### src/rtl/pulse_onehot_decoder.sv
// rtl/pulse_onehot_decoder.sv - binary code to timed one-hot strobe with one-entry pending slot
//
// Purpose: takes a line index over a valid/ready handshake and drives the
// matching strobe line high for PULSE_LEN cycles, then holds every line low
// for GAP_LEN cycles. A one-entry pending slot lets the next request be
// taken while a strobe is still running.
//
// Ports:
//   clk         rising-edge clock
//   rst_n       asynchronous active-low reset
//   en          block enable; low aborts the current strobe and clears the pending slot
//   code        requested line index
//   code_valid  code is valid this cycle
//   code_ready  a code can be taken this cycle (en and pending slot empty)
//   onehot      registered strobe lines, at most one bit set
//   busy        a strobe or gap is running, or the pending slot is full
//   done        one-cycle pulse in the cycle after a strobe's last high cycle
//   err         one-cycle pulse after an out-of-range code is taken

module pulse_onehot_decoder #(
    parameter int CODE_W    = 3,
    parameter int N_OUT     = 8,
    parameter int PULSE_LEN = 4,
    parameter int GAP_LEN   = 1
) (
    input  logic              clk,
    input  logic              rst_n,
    input  logic              en,
    input  logic [CODE_W-1:0] code,
    input  logic              code_valid,
    output logic              code_ready,
    output logic [N_OUT-1:0]  onehot,
    output logic              busy,
    output logic              done,
    output logic              err
);

    localparam int MAX_LEN = (PULSE_LEN > GAP_LEN) ? PULSE_LEN : GAP_LEN;
    localparam int CNT_W   = $clog2(MAX_LEN + 1);

    // Counters load "length - 1" on entry and the state ends when they reach zero.
    localparam logic [CNT_W-1:0]  PULSE_LOAD = CNT_W'(PULSE_LEN - 1);
    localparam logic [CNT_W-1:0]  GAP_LOAD   = CNT_W'((GAP_LEN > 0) ? GAP_LEN - 1 : 0);
    localparam logic [CODE_W:0]   N_OUT_V    = (CODE_W + 1)'(N_OUT);
    localparam logic              NO_GAP     = (GAP_LEN == 0);

    typedef enum logic [1:0] {
        S_IDLE   = 2'd0,
        S_ACTIVE = 2'd1,
        S_GAP    = 2'd2
    } state_e;

    state_e              state_q, state_d;
    logic [CNT_W-1:0]    cnt_q, cnt_d;
    logic                pend_valid_q, pend_valid_d;
    logic [CODE_W-1:0]   pend_code_q, pend_code_d;
    logic [N_OUT-1:0]    onehot_q, onehot_d;
    logic                done_q, done_d;
    logic                err_q, err_d;

    logic                accept;
    logic                code_in_range;
    logic                take_code;
    logic                cnt_last;
    logic                launch_pt;
    logic                launch_go;
    logic [CODE_W-1:0]   launch_code;

    function automatic logic [N_OUT-1:0] decode(input logic [CODE_W-1:0] c);
        logic [N_OUT-1:0] r;
        r = '0;
        for (int i = 0; i < N_OUT; i++) begin
            r[i] = (c == CODE_W'(i));
        end
        return r;
    endfunction

    assign code_ready    = en & ~pend_valid_q;
    assign accept        = code_valid & code_ready;
    assign code_in_range = ({1'b0, code} < N_OUT_V);
    // Out-of-range codes are taken off the handshake but never stored or launched.
    assign take_code     = accept & code_in_range;
    assign cnt_last      = (cnt_q == '0);

    // Edges where a new strobe may start: any idle edge, the end of the gap,
    // or the end of the strobe itself when there is no gap.
    assign launch_pt = (state_q == S_IDLE)
                     | ((state_q == S_ACTIVE) & cnt_last & NO_GAP)
                     | ((state_q == S_GAP) & cnt_last);

    // The pending slot is older than anything on the input, so it goes first.
    // code_ready is low whenever the slot is full, so both cannot compete.
    assign launch_go   = pend_valid_q | take_code;
    assign launch_code = pend_valid_q ? pend_code_q : code;

    always_comb begin
        state_d      = state_q;
        cnt_d        = cnt_q;
        pend_valid_d = pend_valid_q;
        pend_code_d  = pend_code_q;
        onehot_d     = onehot_q;
        done_d       = 1'b0;
        err_d        = accept & ~code_in_range;

        if (!en) begin
            state_d      = S_IDLE;
            cnt_d        = '0;
            pend_valid_d = 1'b0;
            onehot_d     = '0;
            err_d        = 1'b0;
        end else begin
            if ((state_q == S_ACTIVE) && cnt_last) begin
                done_d = 1'b1;
            end

            if (launch_pt) begin
                pend_valid_d = 1'b0;
                if (launch_go) begin
                    state_d  = S_ACTIVE;
                    cnt_d    = PULSE_LOAD;
                    onehot_d = decode(launch_code);
                end else begin
                    state_d  = S_IDLE;
                    cnt_d    = '0;
                    onehot_d = '0;
                end
            end else begin
                if (take_code) begin
                    pend_valid_d = 1'b1;
                    pend_code_d  = code;
                end
                case (state_q)
                    S_ACTIVE: begin
                        if (cnt_last) begin
                            state_d  = S_GAP;
                            cnt_d    = GAP_LOAD;
                            onehot_d = '0;
                        end else begin
                            cnt_d = cnt_q - CNT_W'(1);
                        end
                    end
                    S_GAP: begin
                        cnt_d = cnt_q - CNT_W'(1);
                    end
                    default: begin
                    end
                endcase
            end
        end
    end

    always_ff @(posedge clk or negedge rst_n) begin
        if (!rst_n) begin
            state_q      <= S_IDLE;
            cnt_q        <= '0;
            pend_valid_q <= 1'b0;
            pend_code_q  <= '0;
            onehot_q     <= '0;
            done_q       <= 1'b0;
            err_q        <= 1'b0;
        end else begin
            state_q      <= state_d;
            cnt_q        <= cnt_d;
            pend_valid_q <= pend_valid_d;
            pend_code_q  <= pend_code_d;
            onehot_q     <= onehot_d;
            done_q       <= done_d;
            err_q        <= err_d;
        end
    end

    assign onehot = onehot_q;
    assign done   = done_q;
    assign err    = err_q;
    assign busy   = (state_q != S_IDLE) | pend_valid_q;

endmodule

### config.mk
export PLATFORM = sky130hd
export DESIGN_NAME = pulse_onehot_decoder
export DESIGN_NICKNAME = d
export VERILOG_FILES = /design/src/rtl/pulse_onehot_decoder.sv
export SDC_FILE = /design/constraint.sdc
export NUM_CORES = 1
export LEC_CHECK = 0
export CORE_MARGIN = 4
export CORE_UTILIZATION = 40
export CTS_BUF_LIST = sky130_fd_sc_hd__clkbuf_4 sky130_fd_sc_hd__clkbuf_8
export DETAILED_ROUTE_END_ITERATION = 16
export PLACE_DENSITY = 0.65
export SLEW_MARGIN = 20
export SYNTH_ARGS = -nofsm -noshare
export SYNTH_HDL_FRONTEND = slang
export SYNTH_SLANG_ARGS = --single-unit
### constraint.sdc
create_clock -name clk -period 3.5 [get_ports clk]
set_input_delay 0.7 -clock clk [delete_from_list [all_inputs] [get_ports clk]]
set_output_delay 0.7 -clock clk [all_outputs]
set_load 0.02 [all_outputs]
==> results.sh <==
export IMPL_synthDistinctLibCells=36
export IMPL_dp_cells=129
export IMPL_cts_num_sinks=18
export IMPL_drv_cap=0
export IMPL_grt_ovfl_total=0
export IMPL_grt_total_usage=0.1266
export IMPL_cp_start_kind="input port"
export IMPL_grt_pass1_wl_microns=3201
export IMPL_finalCritPeriodShare=0.7890
export IMPL_vdd_drop_max_v=0.0002111
export IMPL_status="finished clean"
export IMPL_synth_fp_nets=98
export IMPL_synth_seq_area_share=0.4762
export IMPL_core_area_sq_um=2233
export IMPL_synth_cells=86
export IMPL_critPathKind="input port to primary output"
export IMPL_die_area_sq_um=3207
export IMPL_cts_max_path_buffers=2
export IMPL_dpl_cell_area_sq_um=1139
export IMPL_fin_crit_ns=2.762
export IMPL_cts_resized=0
export IMPL_synth_edf_count=0
export IMPL_io_buffers=17
export IMPL_hold_slack_ns=0.5057
export IMPL_power_switching_mw=0.1426
export IMPL_r2r_cells=5
export IMPL_seq_power_share=0.506
export IMPL_grt_pass1_vias=694
export IMPL_fmax_ghz=0.3621
export IMPL_dp_final_hpwl_microns=1443
export IMPL_cts_max_level=1
export IMPL_hold_path_endpoint="onehot[2]$_DFFE_PN0P_"
export IMPL_rr_endpoint="pend_code_q[1]$_DFFE_PN0P_"
export IMPL_vias=719
export IMPL_power_frac_comb=0.220
export IMPL_fin_skew_ns=0.004679
export IMPL_final_cell_area_sq_um=1175
export IMPL_clk_pin_slew_worst_paths_ns=0.11
export IMPL_cts_tree="yes"
export IMPL_final_hold_viol_count=0
export IMPL_yosysWarnings=0
export IMPL_hp_class="register to register"
export IMPL_grt_max_degree=19
export IMPL_worstSkewPairLatency_ns=0.29
export IMPL_setup_tns_ns=0
export IMPL_leakage_nw=0.5245
export IMPL_worstPathMaxFanout=7
export IMPL_cp_required_ns=2.80
export IMPL_r2r_setup_slack_ns=1.88
export IMPL_worstMarginPinSlew_ns=0.8076
export IMPL_ant_nets=0
export IMPL_gp_congestion=0.8448
export IMPL_critPathCaptureType="primary output"
export IMPL_whs_path_depth=1
export IMPL_initial_utilization=0.4235
export IMPL_drt_initial_drc_count=8
export IMPL_hold_path_startpoint="onehot[2]$_DFFE_PN0P_"
export IMPL_antennaDiodeCount=0
export IMPL_synthArstFlopShare=1.000
export IMPL_die_h_microns=56.63
export IMPL_synth_ff_type="dfrtp_1"
export IMPL_avgSynthCellArea_sq_um=11.00
export IMPL_rsz0062_at_grt="false"
export IMPL_clockRootBuffer="clkbuf_4"
export IMPL_switching_share=0.2952
export IMPL_grt_antenna_before_repair=0
export IMPL_syn_area_sq_um=945.9
export IMPL_power_mw=0.4829
export IMPL_ys_ff_latch=18
export IMPL_routedWlPerCell_microns=14.49
export IMPL_rows=17
export IMPL_post_cts_buffers=0
export IMPL_pre_cts_ws_ns=0.7277
export IMPL_worstPathArrival_ns=2.06
export IMPL_reg2reg_from="state_q[0]$_DFFE_PN0P_"
export IMPL_p_int_mw=0.3403
export IMPL_cts_buffers=3
export IMPL_vias_per_cell=5.406
export IMPL_firstDrtPassIters=4
export IMPL_drive_above_1_share=0.09524
export IMPL_power_per_cell_area_nw_per_um2=411.0
export IMPL_final_cells=133
export IMPL_setup_slack_ns=0.7384
export IMPL_clockPowerShare=0.274
export IMPL_design_portCount=19
export IMPL_cp_startpoint="en"
export IMPL_area_growth_syn_to_layout_pct=24.21
export IMPL_post_route_drc_count=0
export IMPL_setup_viol=0
export IMPL_dieWidth_microns=56.63
export IMPL_holdBufCountCts=0
export IMPL_totalWireLength_microns=1927
export IMPL_max_slew_margin_rel=0.4599
export IMPL_num_nets_final=118
export IMPL_final_core_util=0.5261
export IMPL_slew_violations=0
==> area by class of cell <==
type                       count  area, sq um
timing repair buffer          17        170.2
fill                         206         1059
multi-input combinational     59        456.7
inverter                       7        26.28
clock buffer                   4        36.28
tap                           28        35.03
sequential                    18        450.4
==> sequential cells by signal (all words and copies together) (netlist names) <==
register	cells
cnt_q	3
done	1
onehot	8
pend_code_q	3
pend_valid_q	1
state_q	2
==> per-layer routing <==
metal / part of all wire / track usage / wire, microns / up-vias
li1: - / - / - / 345
met1: 0.50 / 0.1769 / 969 / 357
met2: 0.44 / 0.1848 / 852 / 13
met3: 0.032 / 0.01839 / 62 / 4
met4: 0.022 / 0.07119 / 42 / 0
met5: 0 / 0 / 0 / -
==> kinds of logic after synthesis <==
logic type | Yosys count | synth area share
and+or+nand+nor | 25 | 0.1508
muxes | 5 | 0.06084
DFF | 18 | 0.4762
adders and majority gates | 5 | 0.06614
AOI/OAI and AO/OA | 23 | 0.2011
other | 1 | 0.003964
buffers and inverters | 9 | 0.04101
==> worst max-delay path by stage <==
stage / to / cells past startpoint
global placement: code_ready / 3
CTS: code_ready / 3
floorplan: code_ready / 1
finish: code_ready / 3
detailed placement: code_ready / 3
global route: code_ready / 3
==> power by group through the flow <==
stage	registers [mW]	logic, mW	clock network, mW
after detailed placement	0.248	0.107	0
after global placement	0.247	0.105	0
after global routing	0.247	0.118	0.144
final	0.244	0.106	0.132
after floorplan	0.247	0.0692	0
after CTS	0.244	0.108	0.136
==> cell usage after synthesis (all sizes together), types with 2 or more instances <==
cell type,count,share of area
nand2b,3,0.020
inv,7,0.028
buf,2,0.013
nor2,7,0.028
and2b,2,0.016
ha,5,0.066
nor3,2,0.011
a21oi,3,0.028
nand2,3,0.012
dfrtp,18,0.48
mux2,3,0.040
mux2i,2,0.021
and3b,2,0.020
o21ai,2,0.011
o2bb2ai,8,0.074
==> cell usage in the layout, fill, tap and decap left out, drive strengths merged <==
cell type | Yosys | layout
o21ai | 2 | 2
or2 | 1 | 1
nand3b | 1 | 1
mux2 | 3 | 3
o22ai | 1 | 1
a22o | 1 | 1
o311a | 1 | 1
clkbuf | 0 | 4
nand2 | 3 | 3
a32oi | 1 | 1
mux2i | 2 | 2
conb | 1 | 1
clkdlybuf4s50 | 0 | 17
o2bb2ai | 8 | 8
nor2 | 7 | 7
and2b | 2 | 2
o21a | 1 | 1
nor2b | 1 | 1
a31oi | 1 | 1
and3b | 2 | 2
a211o | 1 | 1
nor3b | 1 | 1
dfrtp | 18 | 18
nand4b | 1 | 1
nor3 | 2 | 2
o211ai | 1 | 1
nand2b | 3 | 3
o32a | 1 | 1
inv | 7 | 7
a32o | 1 | 1
ha | 5 | 5
a21oi | 3 | 3
and3 | 1 | 1
==> worst max-delay path, cell delays in order <==
cell             delay, ns
clkdlybuf4s50_1       0.58
nor2b_1               0.17
clkdlybuf4s50_1       0.61
Note: power is estimated with default switching activity, not from simulation.
